**src/rtl/or_pulse_meter_pkg.sv**
```systemverilog
// ---------------------------------------------------------------------------
// or_pulse_meter_pkg
// Shared types and constants for the OR-stage pulse meter.
//   state_t          : measurement FSM states (IDLE, MEAS)
//   W_DEFAULT        : default pulse-width result width
//   CW_DEFAULT       : default completed-pulse counter width
//   SAT_MAX_DEFAULT  : saturation value of the width counter at W_DEFAULT
//   sat_max()        : saturation value for an arbitrary width (up to 32)
// ---------------------------------------------------------------------------
package or_pulse_meter_pkg;

    typedef enum logic {
        IDLE = 1'b0,
        MEAS = 1'b1
    } state_t;

    localparam int W_DEFAULT       = 8;
    localparam int CW_DEFAULT      = 8;
    localparam int SAT_MAX_DEFAULT = (1 << W_DEFAULT) - 1;

    // Largest value representable in 'width' bits.
    function automatic logic [31:0] sat_max(input int width);
        logic [31:0] m;
        m = '0;
        for (int i = 0; i < width && i < 32; i++) begin
            m[i] = 1'b1;
        end
        return m;
    endfunction

endpackage

```
**src/rtl/sync_2ff.sv**
```systemverilog
// ---------------------------------------------------------------------------
// sync_2ff
// Two-flop synchronizer for a single asynchronous bit.
// Ports:
//   clk : sampling clock, rising edge
//   rst : synchronous active-high reset, clears both flops
//   d   : asynchronous input
//   q   : synchronized output (two clk edges of delay)
// ---------------------------------------------------------------------------
module sync_2ff (
    input  logic clk,
    input  logic rst,
    input  logic d,
    output logic q
);

    logic meta;

    // First flop may go metastable; the second gives it a cycle to settle.
    always_ff @(posedge clk) begin
        if (rst) begin
            meta <= 1'b0;
            q    <= 1'b0;
        end else begin
            meta <= d;
            q    <= meta;
        end
    end

endmodule

```
**src/rtl/or_pulse_meter.sv**
```systemverilog
// ---------------------------------------------------------------------------
// or_pulse_meter
// Measures each high pulse on the OR-stage output a1 in clock cycles, counts
// completed pulses, and presents each width on a valid/ready result port.
// A sticky overrun flag records any result lost to back-pressure.
//
// Build option: define OR_PULSE_METER_SYNC_EN to pass a1 through a 2-flop
// synchronizer (fall-to-valid latency 3 edges, a1 may be asynchronous).
// Otherwise a1 goes through one register (latency 2 edges, a1 must be
// synchronous to clk).
//
// Parameters:
//   W  : pulse-width result width, counter saturates at 2^W-1
//   CW : completed-pulse counter width, counter wraps
// Ports:
//   clk         : clock, rising edge
//   rst         : synchronous active-high reset
//   a1          : OR-stage output being measured
//   res_ready   : consumer accepts the held result
//   res_valid   : a result is held in the output register
//   pulse_width : width of the last captured pulse, in cycles
//   pulse_count : completed pulses since reset, dropped ones included
//   overrun     : sticky, at least one result was dropped
//   busy        : a pulse is currently being measured
// ---------------------------------------------------------------------------
module or_pulse_meter
    import or_pulse_meter_pkg::*;
#(
    parameter int W  = W_DEFAULT,
    parameter int CW = CW_DEFAULT
) (
    input  logic          clk,
    input  logic          rst,
    input  logic          a1,
    input  logic          res_ready,
    output logic          res_valid,
    output logic [W-1:0]  pulse_width,
    output logic [CW-1:0] pulse_count,
    output logic          overrun,
    output logic          busy
);

    localparam logic [31:0]  SAT_MAX_32 = sat_max(W);
    localparam logic [W-1:0] WIDTH_MAX  = SAT_MAX_32[W-1:0];

    state_t         state, state_next;
    logic [W-1:0]   width_cnt, width_next;
    logic           s;
    logic           prev;
    logic           rise;
    logic           fall;
    logic           capture;
    logic           accept;

`ifdef OR_PULSE_METER_SYNC_EN
    sync_2ff u_sync (
        .clk (clk),
        .rst (rst),
        .d   (a1),
        .q   (s)
    );
`else
    logic s_q;

    // Single sample stage; a1 is assumed synchronous to clk in this build.
    always_ff @(posedge clk) begin
        if (rst) begin
            s_q <= 1'b0;
        end else begin
            s_q <= a1;
        end
    end

    assign s = s_q;
`endif

    // prev resets to 0 so a1 still high after reset reads as a fresh rise.
    always_ff @(posedge clk) begin
        if (rst) begin
            prev <= 1'b0;
        end else begin
            prev <= s;
        end
    end

    assign rise    = s & ~prev;
    assign fall    = ~s & prev;
    assign capture = (state == MEAS) && fall;
    assign accept  = res_valid && res_ready;
    assign busy    = (state == MEAS);

    always_ff @(posedge clk) begin
        if (rst) begin
            state     <= IDLE;
            width_cnt <= '0;
        end else begin
            state     <= state_next;
            width_cnt <= width_next;
        end
    end

    // The rise cycle already counts as one high cycle, so the counter starts
    // at 1 and a single-cycle pulse reports width 1.
    always_comb begin
        state_next = state;
        width_next = width_cnt;
        case (state)
            IDLE: begin
                if (rise) begin
                    state_next = MEAS;
                    width_next = W'(1);
                end
            end
            MEAS: begin
                if (fall) begin
                    state_next = IDLE;
                end else if (s && (width_cnt != WIDTH_MAX)) begin
                    width_next = width_cnt + W'(1);
                end
            end
            default: begin
                state_next = IDLE;
            end
        endcase
    end

    // A capture may reload the output register in the same cycle the old
    // result is accepted, so back-to-back results need no bubble. Only a
    // capture against a held, unaccepted result is dropped.
    always_ff @(posedge clk) begin
        if (rst) begin
            res_valid   <= 1'b0;
            pulse_width <= '0;
            pulse_count <= '0;
            overrun     <= 1'b0;
        end else begin
            if (capture) begin
                pulse_count <= pulse_count + CW'(1);
            end
            if (capture && (!res_valid || res_ready)) begin
                pulse_width <= width_cnt;
                res_valid   <= 1'b1;
            end else if (accept) begin
                res_valid <= 1'b0;
            end
            if (capture && res_valid && !res_ready) begin
                overrun <= 1'b1;
            end
        end
    end

endmodule
```
**config.mk**
```make
export PLATFORM = sky130hd
export DESIGN_NAME = or_pulse_meter
export DESIGN_NICKNAME = d
export VERILOG_FILES = /design/src/rtl/or_pulse_meter_pkg.sv /design/src/rtl/sync_2ff.sv /design/src/rtl/or_pulse_meter.sv
export SDC_FILE = /design/constraint.sdc
export NUM_CORES = 1
export LEC_CHECK = 0
export BUFFER_PORTS_ARGS = -buffer_cell sky130_fd_sc_hd__buf_4
export CAP_MARGIN = 20
export CORE_ASPECT_RATIO = 0.75
export CORE_MARGIN = 2
export CORE_UTILIZATION = 53
export DETAILED_ROUTE_END_ITERATION = 16
export PLACE_DENSITY = 0.88
export SETUP_SLACK_MARGIN = 0.3
export SLEW_MARGIN = 20
export SYNTH_ARGS = -nofsm -noshare
export SYNTH_HDL_FRONTEND = slang
export SYNTH_SLANG_ARGS = --single-unit
```
**constraint.sdc**
```tcl
create_clock -name clk -period 1.72 [get_ports clk]
set_input_delay 0.344 -clock clk [delete_from_list [all_inputs] [get_ports clk]]
set_output_delay 0.344 -clock clk [all_outputs]
set_load 0.03 [all_outputs]
```
# After elaboration in Yosys (flattened, before gate mapping)
# Cells that the tools add are included.
# classes
n_reduce_logical,11
mul,0
n_addsub,2
shift,0
muxes,9
n_div,0
eq_ne,4
n_lt_le_gt_ge,0
bitwise_logic,5
# op_table
operator,count
$mux W8,3
$add A8 B1 Y8 const B,2
$pmux W8 S2,1
$ne A8 B8 Y1 const B,1
$logic_and A1 B1 Y1,6
$mux W1,4
$ne A2 B2 Y1 const B,2
$not A1 Y1,3
$reduce_and A3 Y1,1
$and A1 B1 Y1,2
$logic_not A1 Y1,2
$ne A2 B1 Y1 const B,1
$pmux W1 S2,1
$reduce_bool A2 Y1,1
$logic_or A1 B1 Y1,1
# word_totals
latch_bits,0
mem_bits_rw,0
mem_bits_ro,0
output_inout_bits,19
n_memories,0
regBits,29
inputBits,4

# Logic depth before layout (Yosys ltp)
# logic_depth
word_depth,5
mapped_depth,6
mapped_depth_nobuf,5

# Worst setup path before layout
# OpenSTA, ideal clock, no wires.
# synth_timing
kind,register to register
start,reg state (netlist: busy)
end,reg pulse_count[6]
path_slack_ps,151
path_stages_with_launch,7
synth_period_minus_slack_ps,1569
arrival_ps,1499
n_path_buf,2
setup_ps,70
cell_sequence,dfxtp_1 -> buf_4 -> and3b_1 -> buf_6 -> nand2_4 -> or3_1 -> a21oi_1
# synth_between
elab_chain_len,1
# synth_lines
element,line,rtl
start: declaration,or_pulse_meter.sv:46,"state_t state, state_next;"
start signal: assignment,or_pulse_meter.sv:97,state <= state_next;
$logic_and A1 B1 Y1,or_pulse_meter.sv:88,assign capture = (state == MEAS) && fall;
end signal: assignment,or_pulse_meter.sv:138,pulse_count <= pulse_count + CW'(1);
end: declaration,or_pulse_meter.sv:38,"output logic [CW-1:0] pulse_count,"
# No other way between the ends.
# A chain may end at the register's enable or synchronous reset.

# Worst setup path in the final report
# layout_timing
start,reg width_cnt[0]
end,reg width_cnt[3]
# layout_between
elab_chain_len,4
word_cells_on_any_way,8
classes_between,add/sub: 1; eq/ne: 2; mux: 3; reduce/logical: 2
# layout_lines
element,line,rtl
start: declaration,or_pulse_meter.sv:47,"logic [W-1:0] width_cnt, width_next;"
start signal: assignment,or_pulse_meter.sv:98,width_cnt <= width_next;
$add A8 B1 Y8 / $ne A8 B8 Y1 (equally long branches),"or_pulse_meter.sv:118, or_pulse_meter.sv:117",
$mux W8 / $logic_and A1 B1 Y1 (equally long branches),or_pulse_meter.sv:117,end else if (s && (width_cnt != WIDTH_MAX)) begin
$mux W8 / $ne A2 B1 Y1 (equally long branches),n/a,
$pmux W8 S2 / $reduce_and A3 Y1 (equally long branches),n/a,
# Several ways; a longest one is shown, not always the timed one. The select of a mux whose other input is x is not followed.

==> impl_metrics.ini <==
[synthesis]
netlist-cell-type-count = 33
syn-num-nets = 139
synth.area.top_cells = sky130_fd_sc_hd__dfxtp_1, sky130_fd_sc_hd__mux2i_1, sky130_fd_sc_hd__nor2_1
synth_top_family_by_area = simple AND/OR/NAND/NOR gates
synth-warning-count = 0
xor_xnor_fraction_of_synth_area_pct = 3.51
sequential_area_share_after_synthesis_pct = 46.6
post-synth-top-area-fraction_pct = 46.6
yosys-mux-area-fraction_pct = 6.43
yosys.area_share.simple_pct = 26.1
synth.cell_area_um2 = 1250
avgSynthCellArea_um2 = 9.37
synth_seq_cells = 29
synth_fa_ha_area_share_pct = 2.01
syn-instance-count = 133
synth_compound_area_share_pct = 12.7
synth_top_area_cell = sky130_fd_sc_hd__dfxtp_1

[grt]
grt_max_degree = 26
grt_antenna_before_repair = 0
grt-ovfl-total = 0
grt_pass1_wl_um = 4470
first_global_vias = 982
track_usage_pct = 23.3

[sta]
unrepaired_setup_endpoints_after_global_routing = true
number_of_hold_slack_violations_in_the_final_timing_report = 0
report.final.slew_viol_count = 0
timing.final.crit_period_ps = 1420
finalClockSkew_ps = 7.32
worst-slew-pin-transition_ps = 479
max_freq_mhz = 702
finalCritPeriodShare_pct = 82.8
max-slew-margin-rel_pct = 68.0
setup_viol_count_final = 0
setup-tns-final_ps = 0

[route]
detail_route.wirelength_um = 2820
detail_routed_net_length_per_standard_cell_um = 14.3
post-route-drc-count = 0
dr.first_iter.drc_count = 50
ant_nets = 0
vias_after_detailed_routing = 1075
via_density = 5.46
detailedRoute.firstPassIterationCount = 4

[critical_path]
critPathCaptureType = register
worstPathArrival_ps = 1620
worst_setup_path_category = reg2reg
worst_ep_required_time_ps = 1920
worst-path-max-fanout = 7
worst_setup_path_start_kind = register

[place]
place.detailed.instances = 185
place.gp.congestion = 0.853
io_buffer_count = 22
place.detailed.hpwl_um = 1870

[clock_network]
cts.sink_count = 29
cts_buffers = 5
clk_latency_ps = 330
cts.htree.levels = 2
cts-root-to-sink-buffers = 2
cts_tree = built
clk_pin_slew_ps = 80
cts.root.buffer_cell = sky130_fd_sc_hd__clkbuf_4

[flow_run]
maxCapViolations = 0

[final_layout]
multiInputGateArea_um2 = 674
post_route_cells_drive_above_1_share_pct = 33.1
seqCellArea_um2 = 598
layout.nets = 169
num_antenna_cells = 0
mostFrequentLayoutCells = sky130_fd_sc_hd__buf_4, sky130_fd_sc_hd__dfxtp_1, sky130_fd_sc_hd__nor2_1
layout.filler_cells = 190
mostFrequentLayoutCell = sky130_fd_sc_hd__buf_4
layout-area-overhead-vs-synth_pct = 26.8
finalCoreUtilization_pct = 69.6
post_layout_nonfiller_instances = 197

[die]
rows = 15
core_region_area_um2 = 2270
die_footprint_um2 = 2760
die-width_um = 60.0
io-pin-count = 23
floorplan_die_height_um = 46.0
initial_utilization_pct = 54.9

[pwr]
clockPowerShare_pct = 35.3
total_switching_power_uw = 264
leak_pwr_uw = 0.000629
pwr_density_cell_nw_per_um2 = 733
p_sw_share_pct = 22.8
max-vdd-ir-drop_mv = 0.552
power_frac_comb_pct = 5.2
p_int_uw = 894
seqPwrFrac_pct = 59.5
sum_of_internal_switching_and_leakage_power_uw = 1160

[outcome]
status = finished, final reports clean

[hold_path]
hold_crit_class = in2reg
metrics by stage:
step	hold WS (ps)	cell area, µm²	worst slack (ps)
final	237	1580	297
after global routing	253	1580	235
after CTS	235	1550	303
after detailed placement	462	1430	94.0
after global placement	457	1430	219
after floorplan	413	1250	267
final timing paths:
check	from	to	slack, ps	depth (start not counted)
max	width_cnt[0]	width_cnt[3]	300	5
min	a1	s	240	2
max reg2reg	width_cnt[0]	width_cnt[3]	300	5
min reg2reg	overrun	overrun	480	2
state kept, by name, summed over array words and instances, names as in the netlist:
signal       count
pulse_count      8
pulse_width      8
width_cnt        8
busy             1
overrun          1
prev             1
res_valid        1
s                1
repair_timing:
| action | CTS | global route |
|---|---|---|
| hold buffers | 0 | 0 |
| buffers inserted | 5 | 0 |
| resized for setup | 9 | 14 |
| setup endpoints to repair | 7 | 16 |
| pin swaps | 3 | 8 |
power by group through the flow:
stage | combinational [µW] | sequential, µW | clock [µW]
floorplan | 35.0 | 705 | 0
global placement | 47.7 | 706 | 0
detailed placement | 49.5 | 707 | 0
CTS | 56.1 | 688 | 420
global route | 64.6 | 690 | 450
finish | 60.4 | 689 | 409
per-layer routing:
layer	global-route usage [%]	part of all wire [%]	up-vias
met5	0	0	-
met4	13.3	2.9	0
met3	7.67	7.1	10
met2	35.4	45	38
met1	29.1	45	488
li1	-	-	539
cell usage after synthesis:
library cell / number
sky130_fd_sc_hd__or3_1: 4
sky130_fd_sc_hd__mux2i_1: 8
sky130_fd_sc_hd__nor3_1: 5
sky130_fd_sc_hd__nand2_4: 1
sky130_fd_sc_hd__a31oi_1: 2
sky130_fd_sc_hd__dfxtp_1: 29
sky130_fd_sc_hd__nand2_1: 8
sky130_fd_sc_hd__and4_1: 1
sky130_fd_sc_hd__nor2_1: 19
sky130_fd_sc_hd__nand2b_1: 1
sky130_fd_sc_hd__a21oi_1: 10
sky130_fd_sc_hd__nand3b_4: 1
sky130_fd_sc_hd__o311ai_4: 1
sky130_fd_sc_hd__nor2b_1: 4
sky130_fd_sc_hd__nand3_1: 4
sky130_fd_sc_hd__o21bai_1: 1
sky130_fd_sc_hd__buf_4: 1
sky130_fd_sc_hd__and3_1: 3
sky130_fd_sc_hd__clkbuf_1: 2
sky130_fd_sc_hd__ha_1: 2
sky130_fd_sc_hd__a311oi_1: 1
sky130_fd_sc_hd__xnor2_1: 3
sky130_fd_sc_hd__inv_1: 2
sky130_fd_sc_hd__buf_6: 1
sky130_fd_sc_hd__nand4_1: 5
sky130_fd_sc_hd__xor2_1: 2
sky130_fd_sc_hd__nor3b_2: 1
sky130_fd_sc_hd__o21ai_0: 6
sky130_fd_sc_hd__a21boi_0: 1
sky130_fd_sc_hd__nor2_4: 1
sky130_fd_sc_hd__and3b_1: 1
sky130_fd_sc_hd__a211oi_1: 1
sky130_fd_sc_hd__a22oi_1: 1
cells by family (layout without fill, tap and decap cells):
kind of cell             Yosys count  after routing
multiplexers                       8              8
AND/OR/NAND/NOR                   59             59
XOR/XNOR                           5              5
adder cells (fa/ha/maj)            2              2
AO/OA/AOI/OAI                     24             24
flip-flops                        29             29
buffers and inverters              6             36
critical path, stage by stage, from the launching register on:
cell	delay [ps]
sky130_fd_sc_hd__dfxtp_4	360
sky130_fd_sc_hd__ha_4	130
sky130_fd_sc_hd__nand4_1	160
sky130_fd_sc_hd__o311ai_4	400
sky130_fd_sc_hd__or3_1	190
sky130_fd_sc_hd__a21oi_2	50
cell type report:
class	instances	area share, %
Multi-Input combinational cell	98	42.7
Tap cell	34	2.69
Inverter	2	0.475
Sequential cell	29	37.8
Clock buffer	7	3.48
Timing Repair Buffer	27	12.8
No activity file was read; power rests on OpenSTA's default activity.
